<file path="config.mk">
export PLATFORM = sky130hd
export DESIGN_NAME = shadow_ret_stack
export DESIGN_NICKNAME = d
export VERILOG_FILES = /design/src/rtl/shadow_ret_stack.sv
export SDC_FILE = /design/constraint.sdc
export NUM_CORES = 1
export LEC_CHECK = 0
export CORE_MARGIN = 4
export CORE_UTILIZATION = 43
export CTS_BUF_LIST = sky130_fd_sc_hd__clkbuf_8
export DETAILED_ROUTE_END_ITERATION = 10
export HOLD_SLACK_MARGIN = 0.1
export PLACE_DENSITY_LB_ADDON = 0.3
export SYNTH_ARGS = -nofsm -noshare
export SYNTH_HDL_FRONTEND = slang
export SYNTH_SLANG_ARGS = --single-unit
</file>
<file path="constraint.sdc">
create_clock -name clk_i -period 10.2 [get_ports clk_i]
set_input_delay 1.53 -clock clk_i [delete_from_list [all_inputs] [get_ports clk_i]]
set_output_delay 1.53 -clock clk_i [all_outputs]
set_load 0.01 [all_outputs]
</file>
<file path="src/rtl/shadow_ret_stack.sv">
// rtl/shadow_ret_stack.sv - shadow return-address stack that checks call/return pairing
// A return must target the link address of its matching call; a mismatch or true underflow raises a sticky alarm.
module shadow_ret_stack #(
    parameter int DEPTH = 8,
    parameter int VLEN  = 32
) (
    input  logic                       clk_i,
    input  logic                       rst_i,
    input  logic                       en_i,
    input  logic                       valid_i,
    input  logic                       is_call_i,
    input  logic                       is_ret_i,
    input  logic [VLEN-1:0]            link_addr_i,
    input  logic [VLEN-1:0]            ret_target_i,
    input  logic                       clear_i,
    output logic                       violation_o,
    output logic [VLEN-1:0]            violation_addr_o,
    output logic [$clog2(DEPTH):0]     depth_o,
    output logic                       overflow_o
);
    localparam int PW = $clog2(DEPTH);
    localparam int CW = PW + 1;
    localparam logic [CW-1:0] FULL = CW'(DEPTH);

    localparam logic [0:0] ST_RUN   = 1'b0;
    localparam logic [0:0] ST_ALARM = 1'b1;

    logic [VLEN-1:0] mem_q [DEPTH];
    logic [0:0]      state_q, state_d;
    logic [PW-1:0]   wr_ptr_q, wr_ptr_d;
    logic [CW-1:0]   count_q, count_d;
    logic            overflow_q, overflow_d;
    logic            viol_q, viol_d;
    logic [VLEN-1:0] viol_addr_q, viol_addr_d;

    logic            ev;
    logic            viol;
    logic            mem_we;
    logic [PW-1:0]   mem_wa;
    logic [PW-1:0]   top;
    logic [PW-1:0]   ptr_pop;
    logic [CW-1:0]   cnt_pop;

    assign ev  = valid_i & en_i & (state_q == ST_RUN);
    assign top = wr_ptr_q - PW'(1);

    // The pop is resolved first so a same-cycle call reuses the slot the return just freed.
    always_comb begin
        state_d     = state_q;
        wr_ptr_d    = wr_ptr_q;
        count_d     = count_q;
        overflow_d  = overflow_q;
        viol_d      = viol_q;
        viol_addr_d = viol_addr_q;
        viol        = 1'b0;
        mem_we      = 1'b0;
        mem_wa      = wr_ptr_q;
        ptr_pop     = wr_ptr_q;
        cnt_pop     = count_q;

        if (ev && is_ret_i) begin
            if (count_q != '0) begin
                viol    = (mem_q[top] != ret_target_i);
                ptr_pop = top;
                cnt_pop = count_q - CW'(1);
            end else begin
                viol    = ~overflow_q;
            end
        end

        wr_ptr_d = ptr_pop;
        count_d  = cnt_pop;
        if (ev && is_call_i) begin
            mem_we   = 1'b1;
            mem_wa   = ptr_pop;
            wr_ptr_d = ptr_pop + PW'(1);
            if (cnt_pop == FULL) begin
                overflow_d = 1'b1;
            end else begin
                count_d = cnt_pop + CW'(1);
            end
        end

        if (viol) begin
            state_d     = ST_ALARM;
            viol_d      = 1'b1;
            viol_addr_d = ret_target_i;
        end
    end

    always_ff @(posedge clk_i) begin
        if (rst_i || clear_i) begin
            state_q     <= ST_RUN;
            wr_ptr_q    <= '0;
            count_q     <= '0;
            overflow_q  <= 1'b0;
            viol_q      <= 1'b0;
            viol_addr_q <= '0;
        end else begin
            state_q     <= state_d;
            wr_ptr_q    <= wr_ptr_d;
            count_q     <= count_d;
            overflow_q  <= overflow_d;
            viol_q      <= viol_d;
            viol_addr_q <= viol_addr_d;
        end
    end

    // Storage is not reset; its contents only matter while count_q covers them.
    always_ff @(posedge clk_i) begin
        if (mem_we && !rst_i && !clear_i) begin
            mem_q[mem_wa] <= link_addr_i;
        end
    end

    assign violation_o      = viol_q;
    assign violation_addr_o = viol_addr_q;
    assign depth_o          = count_q;
    assign overflow_o       = overflow_q;
endmodule
</file>
After elaboration in Yosys (flattened, before gate mapping) --
Memories as Yosys holds them, arrays and structs flattened. Index checks and enable logic that the tools add are counted.
Cells by class: add/sub/neg operators 4, equality and inequality tests 2, multiplexer cells 13, bitwise logic cells 4, reductions and logical operators 9
Operator list (count):
- $ne A32 B32 Y1 | 1
- $mux W4 | 4
- $mux W3 | 4
- $mux W1 | 5
- $add A4 B1 Y4 const B | 1
- $eq A4 B4 Y1 const B | 1
- $logic_and A1 B1 Y1 | 4
- $reduce_bool A4 Y1 | 1
- $sub A4 B1 Y4 const B | 1
- $add A3 B1 Y3 const B | 1
- $sub A3 B1 Y3 const B | 1
- $and A1 B1 Y1 | 2
- $logic_not A1 Y1 | 2
- $not A1 Y1 | 2
- $reduce_and A2 Y1 | 1
- $logic_or A1 B1 Y1 | 1
Word-level totals: bits in registers 41, memory bits (writable) 256, memories 1
Memories:
- mem_q | words 8, bits a word 32, rd ports 1, clocked after memory_dff 0, write ports 1, line 28 | logic [VLEN-1:0] mem_q [DEPTH];

Depth between registers and ports, before layout --
Gate-level depths: netlist of the first run.
word-level depth 8, depth in mapped cells 19, gate-level depth less buffers 12

Worst setup path before layout of the first run --
No wires, ideal clock.
path type input-to-reg, from input port valid_i, to memory mem_q[0][0], enable pin, arrival 4.071 ns, data required time 9.779 ns, path slack 5.708 ns, stages on the path 6, path buffers 0, cells stage by stage and3b_1 nand2_1 nor2_1 xnor2_1 or3_1 nor2_1
On the way: cells in the longest elaborated chain, start to end 8, elaborated cells on any way between the ends 11, those cells by class mux (5); bitwise (2); reduce/logical (4)
RTL lines:
- start, declared | line 10 | input logic valid_i,
- $and A1 B1 Y1 * (2 in series) | line 44 | assign ev = valid_i & en_i & (state_q == ST_RUN);
- $logic_and A1 B1 Y1 | line 73 | if (ev && is_call_i) begin
- $mux W1 | line 73
- $logic_and A1 B1 Y1 (2 in series) | line 111 | if (mem_we && !rst_i && !clear_i) begin
- $mux W1 | line 111
- $mux W1 (not written as such) | line 112 | mem_q[mem_wa] <= link_addr_i;
- end, declared | line 28
Every way passes the cells marked *; elsewhere a longest branch is shown, timed or not.

Final worst setup path of the first run --
from register wr_ptr_q[0], to register viol_addr_q[0], in the netlist violation_addr_o[0]
On the way: cells in the longest elaborated chain, start to end 5
RTL lines:
- start, declared | line 30 | logic [PW-1:0] wr_ptr_q, wr_ptr_d;
- start signal, assigned | line 101 | wr_ptr_q <= wr_ptr_d;
- $sub A3 B1 Y3 | line 45 | assign top = wr_ptr_q - PW'(1);
- $mem_v2 Z8 W32
- $ne A32 B32 Y1 | line 63 | viol = (mem_q[top] != ret_target_i);
- $mux W1 | line 62 | if (count_q != '0) begin
- $mux W1 | line 61 | if (ev && is_ret_i) begin
- end signal, assigned | line 105 | viol_addr_q <= viol_addr_d;
- end, declared | line 34 | logic [VLEN-1:0] viol_addr_q, viol_addr_d;
Every way passes these cells. A chain may end at the register's enable or synchronous reset.

==> metrics.txt, run 1 <==
detailed-router iteration count before antenna repair=5; vias post-DR=6971; Syn Area/Cell=16.7 um2; Reg power frac=0.557; count leader, synth=edfxtp_1; vias per inst=5.46; clock tree buffer depth=3; Die Footprint=31200 um2; PD cells=163 nW/um2; CTS sink count=297; H-tree depth=2; type of origin of the critical path=flop; total global routing overflow=0; Setup Buffers After CTS=0; PortBufs=108; largest net degree at the start of global routing=between 40 and 50; Critical Path End Type=flop; gr usage total=0.182; Logic pwr share=0.054; Routed wire per std cell=22.3 um; First DRT Iteration DRCs=around 620; CTS Buf Count=47; post-route ant nets=0; Tcrit/Tclk final=0.545; syn_nets=810; Rows=61; initial antenna violation count=2; first-pass GRT wire length=43000 um; overall power=2380 uW; Internal Power=1860 uW; area grow syn2layout=19.7%; Hold Violations, Final=0; leakage=0.00462 uW; Core ar.=around 28000 um2; Worst path max stage delay=about 950 ps; area share of the largest cell type after synthesis=0.629; TNS Setup=0 ps; Max Slew Vio Count=0; crit path max fanout=48; Required @ worst endpoint=10660 ps; Starting Density=0.438; Top Family by Delay on Critical Path=simple AND/OR/NAND/NOR gates; PostCTS Resize Cnt=0; Switching Fraction=0.216; max-cap violations=0; Worst Hold Slack=475 ps; WS Path Type=flop to flop; nets=940; die outline width=177 um; leading area contributor after synthesis=edfxtp_1; top-level I/O count=roughly 110; count of final setup violators=0; synthesized area=12200 um2; Synth top cells by count=256 x edfxtp_1, 65 x mux4_2, 42 x a21oi_1, 41 x dfxtp_1; Slew headroom=0.204; Synth Register Bits=297; Clock transition at path regs=60 ps; status=finished clean; clock network fraction of total power=0.389; Synth Instances=734; Async SR Flop Fraction=0; Ys Warns=0; Crit-path slowest cell=nor4_4; worst-margin pin slew=1190 ps; sequential share of the synthesized area=0.696; post-DP HPWL=around 18000 um; share of layout cells above drive strength 1=0.174; CTS tree=built; Sw Pwr=514 uW; Netlist cell types=50; Skew-Pair Late Insertion Delay=560 ps; drt total wl=28500 um; CP Data Arrival Time=6020 ps; RSZ-0062 raised after global routing=no; Hold Path Class=flop to flop; vias in the first global route=7049; gpl congestion=0.813; Worst path most repeated cell=buf_4; Die H=177 um; Fin Clk Skew=24.3 ps; fin crit period=5560 ps; VDD IR max=0.0749 mV; top cells by area, synth=edfxtp_1 63%, mux4_2 12%, dfxtp_1 6.7%; CP bufs+invs=3; fmax=180 MHz; Post-synth EDFFs=256; DRC Markers=0; Post-CTS Hold Fix Bufs=0; critical path, cell by cell=inv_1 -> ha_4 -> buf_4 -> mux4_2 -> mux2i_1 -> xor2_1 -> o221ai_1 -> or4_1 -> nor4_4 -> buf_4 -> o21ai_0 -> a21oi_1; Most used DFF post-synth=edfxtp_1; CTS root buffer=clkbuf_8
## sequential cells by signal, summed over array words and instances (netlist names)
| signal | count |
|---|---|
| violation_addr_o | 32 |
| overflow_o | 1 |
| depth_o | 4 |
| violation_o | 1 |
| wr_ptr_q | 3 |
| mem_q | 256 |
## layer usage
| metal | wire, um | vias to the layer above | GRT usage |
|---|---|---|---|
| met3 | 1930 | 47 | 0.0412 |
| met4 | 480 | 4 | 0.0377 |
| met1 | 12400 | 3482 | 0.256 |
| met5 | 27 | - | 0 |
| li1 | - | 3172 | - |
| met2 | 13700 | 266 | 0.297 |
## power by group through the flow
stage | sequential (uW) | clock, uW | combinational [uW]
global placement | 1350 | 0 | 128
global route | 1330 | 1000 | 139
floorplan | 1350 | 0 | 60.4
detailed placement | 1350 | 0 | 129
CTS | 1330 | 945 | 130
finish | 1330 | 925 | 129
## tightest hold or removal path, stage by stage (launching register included)
cell	delay, ps
dfxtp_1	300
o21ai_0	60
a21oi_1	60
## layout make-up
type / instances / area [um2]
clock buffer: 51 / 702
tap: 378 / 473
inverter: 18 / 67.6
multi-input combinational: 378 / 3540
fill: 2310 / 13300
antenna: 1 / 2.50
clock inverter: 31 / 154
timing repair buffer: 122 / 1190
sequential: 297 / 8510
## worst paths after layout
path | cells past startpoint | startpoint | slack [ps] | end
worst max register to register | 12 | wr_ptr_q[0] | 4640 | violation_addr_o[0]
worst min register to register | 2 | violation_addr_o[8] | 470 | violation_addr_o[8]
worst min-delay path | 2 | violation_addr_o[8] | 470 | violation_addr_o[8]
worst max-delay path | 12 | wr_ptr_q[0] | 4640 | violation_addr_o[0]
## stage by stage
stage               worst slack, ps   util  area, um2  std cells
CTS                            4590  0.524      14600       1275
floorplan                      5710      -      12200        734
global route                   4210  0.524      14600       1275
detailed placement             4620  0.493      13800       1193
global placement               4660  0.493      13800       1193
finish                         4640  0.524      14600       1276
## cell usage in the layout, fill, tap and decap left out, types with 3 or more instances in the layout
cell type	Yosys	routed
edfxtp_1	256	256
clkdlybuf4s50_1	0	108
mux4_2	65	65
clkbuf_8	0	51
a21oi_1	42	41
dfxtp_1	41	40
o21ai_0	39	39
nand3_1	39	39
inv_1	18	35
xnor2_1	29	29
nor2_1	36	28
mux2i_1	19	19
nand2_1	18	18
xor2_1	17	17
buf_4	4	14
clkinv_1	0	9
nor2_4	0	8
or2_2	5	5
nor3_1	5	5
o221ai_1	5	5
a211oi_1	5	5
a31oi_1	4	4
o22ai_1	4	4
ha_1	5	4
and3_1	3	3
or4_1	3	3
nand4_1	3	3
mux2_2	3	3
a2bb2oi_1	3	3
## kinds of logic (layout without fill, tap and decap cells)
logic type | count (synthesis) | count (layout) | synth area share
multiplexers | 87 | 87 | 0.138
XOR/XNOR | 47 | 47 | 0.0343
AND/OR/NAND/NOR | 123 | 123 | 0.0486
flip-flops | 297 | 297 | 0.696
AO/OA/AOI/OAI | 116 | 116 | 0.0560
adder cells (fa/ha/maj) | 5 | 5 | 0.00512
buffers and inverters | 59 | 222 | 0.0223
other | 0 | 1 | 0
No activity file was read; power rests on OpenSTA's default activity.
==> run 2, diff against run 1 <==
==> constraint.sdc (replaced) <==
create_clock -name clk_i -period 5.3 [get_ports clk_i]
set_input_delay 0.795 -clock clk_i [delete_from_list [all_inputs] [get_ports clk_i]]
set_output_delay 0.795 -clock clk_i [all_outputs]
set_load 0.01 [all_outputs]
==> run 2 against run 1 <==
Worst hold slack lost 1.5 ps. Non-clock buffer count grew 4. Core utilization grew 0.58 points. Die area is the same. Worst setup slack worse by 3600 ps. Cell count rose by 0.71%. Via count grew 2.1%. Largest cell class unchanged. Largest power group unchanged. Critical path depth shrank 1.
==> metrics.txt, run 2 (same netlist as run 1, synthesis figures left out) <==
PD cells=319 nW/um2 (was 163 nW/um2); Starting Density=0.438 (unchanged); area grow syn2layout=21.0% (was 19.7%); Post-CTS Hold Fix Bufs=0 (unchanged); WS Path Type=flop to flop (unchanged); VDD IR max=0.160 mV (was 0.0749 mV); PostCTS Resize Cnt=0 (unchanged); largest net degree at the start of global routing=76 (was 49); nets=944 (was 940); PortBufs=108 (unchanged); Top Family by Delay on Critical Path=simple AND/OR/NAND/NOR gates (unchanged); crit path max fanout=19 (was 48); clock tree buffer depth=3 (unchanged); post-route ant nets=0 (unchanged); TNS Setup=0 ps (unchanged); n_diodes=0 (was 1); Worst Hold Slack=473 ps (was 475 ps); DRC Markers=0 (unchanged); Hold Path Class=flop to flop (unchanged); Required @ worst endpoint=5680 ps (was 10660 ps); gr usage total=0.184 (was 0.182); drt total wl=28800 um (was 28500 um); CTS tree=built (unchanged); Critical Path End Type=flop (unchanged); initial antenna violation count=2 (unchanged); worst setup margin=1070 ps (was 4640 ps); Max Slew Vio Count=0 (unchanged); CTS sink count=297 (unchanged); Setup Buffers After CTS=0 (unchanged); vias in the first global route=7155 (was 7049); type of origin of the critical path=flop (unchanged); CP Data Arrival Time=4600 ps (was 6020 ps); critical path, cell by cell=inv_1 -> ha_4 -> xor2_2 -> mux4_2 -> a22oi_1 -> o2111ai_1 -> or4_1 -> or4_1 -> buf_4 -> nand3_1 -> a21oi_1 (was inv_1 -> ha_4 -> buf_4 -> mux4_2 -> mux2i_1 -> xor2_1 -> o221ai_1 -> or4_1 -> nor4_4 -> buf_4 -> o21ai_0 -> a21oi_1); status=finished clean (unchanged); fmax=236 MHz (was 180 MHz); vias post-DR=7114 (was 6971); Rows=61 (unchanged); Reg with most FFs=mem_q (unchanged); Crit-path slowest cell=xor2_2 (was nor4_4); RSZ-0062 raised after global routing=no (unchanged); FF/Latch Area=8510 um2 (unchanged); share of layout cells above drive strength 1=0.189 (was 0.174); vias per inst=5.54 (was 5.46); count of final setup violators=0 (unchanged); Core ar.=27900 um2 (unchanged); detailed-router iteration count before antenna repair=5 (unchanged); Tcrit/Tclk final=0.798 (was 0.545); leakage=0.00469 uW (was 0.00462 uW); H-tree depth=2 (unchanged); total global routing overflow=0 (unchanged); Die H=177 um (unchanged); Skew-Pair Late Insertion Delay=550 ps (was 560 ps); Routed wire per std cell=22.4 um (was 22.3 um); Multi-input gate area=3540 um2 (unchanged); max-cap violations=0 (unchanged); dpl ws=1130 ps (was 4620 ps); Worst path max stage delay=960 ps (was 950 ps); CP bufs+invs=2 (was 3); Die Footprint=31200 um2 (unchanged); commonest non-fill, non-tap cell in the layout=edfxtp_1 (unchanged); die outline width=177 um (unchanged); Worst path most repeated cell=or4_1 (was buf_4); First DRT Iteration DRCs=714 (was 624); fin crit period=4230 ps (was 5560 ps); commonest cells after routing, fill and taps aside=256 x edfxtp_1, 108 x clkdlybuf4s50_1, 65 x mux4_2 (unchanged); post-DP HPWL=18500 um (was 18400 um); worst-margin pin slew=1260 ps (was 1190 ps); top-level I/O count=109 (unchanged); CTS root buffer=clkbuf_8 (unchanged); Slew headroom=0.161 (was 0.204); Clock transition at path regs=60 ps (about the same); max FFs per register=256 (unchanged); gpl congestion=0.833 (was 0.813); Fin Clk Skew=21.4 ps (was 24.3 ps); Layout fillers=2289 (was 2310); first-pass GRT wire length=43600 um (was 43000 um); CTS Buf Count=47 (unchanged); Hold Violations, Final=0 (unchanged)
==> run 2: worst paths after layout <==
path                            slack [ps]              endpoint                  from  cells after the start
worst min-delay path                   470  violation_addr_o[23]  violation_addr_o[23]                      2
worst max register to register        1070  violation_addr_o[20]           wr_ptr_q[0]                     11
worst min register to register         470  violation_addr_o[23]  violation_addr_o[23]                      2
worst max-delay path                  1070  violation_addr_o[20]           wr_ptr_q[0]                     11
==> run 2: stage by stage <==
| step | instance area [um2] | total power, uW | utilization | instances |
|---|---|---|---|---|
| 2_1_floorplan | 12200 | 2710 | - | 734 |
| 3_3_place_gp | 13800 | 2850 | 0.496 | 1197 |
| 3_5_place_dp | 13800 | 2850 | 0.496 | 1197 |
| 4_1_cts | 14800 | 4760 | 0.530 | 1285 |
| 5_1_grt | 14800 | 4900 | 0.530 | 1285 |
| 6_report | 14800 | 4720 | 0.530 | 1285 |
==> run 2: power by group <==
group | total (uW) | leakage [uW] | switching [uW] | internal, uW
registers | 2550 | 0.00263 | 3.28 | 2540
logic | 255 | 0.00151 | 137 | 118
clock network | 1910 | 0.000549 | 867 | 1050
total | 4720 | 0.00469 | 1010 | 3710
==> run 2: area by class of cell <==
cell class / count / area share
inverter: 18 / 0.00457
clock inverter: 33 / 0.0132
sequential: 297 / 0.575
clock buffer: 55 / 0.0511
multi-input combinational: 378 / 0.239
tap: 378 / 0.0320
timing repair buffer: 126 / 0.0847
==> run 2: metal layers <==
| layer | wire (um) | global-route usage | up-vias |
|---|---|---|---|
| li1 | - | - | 3178 |
| met1 | 12400 | 0.257 | 3664 |
| met2 | 14000 | 0.297 | 230 |
| met3 | 1830 | 0.0389 | 38 |
| met4 | 524 | 0.0519 | 4 |
| met5 | 37 | 0 | - |
==> run 2: worst reg2reg max path, stage by stage (launching register included) <==
cell	delay (ps)
dfxtp_4	350
inv_1	140
ha_4	180
xor2_2	960
mux4_2	450
a22oi_1	230
o2111ai_1	210
or4_1	520
or4_1	580
buf_4	230
nand3_1	120
a21oi_1	80
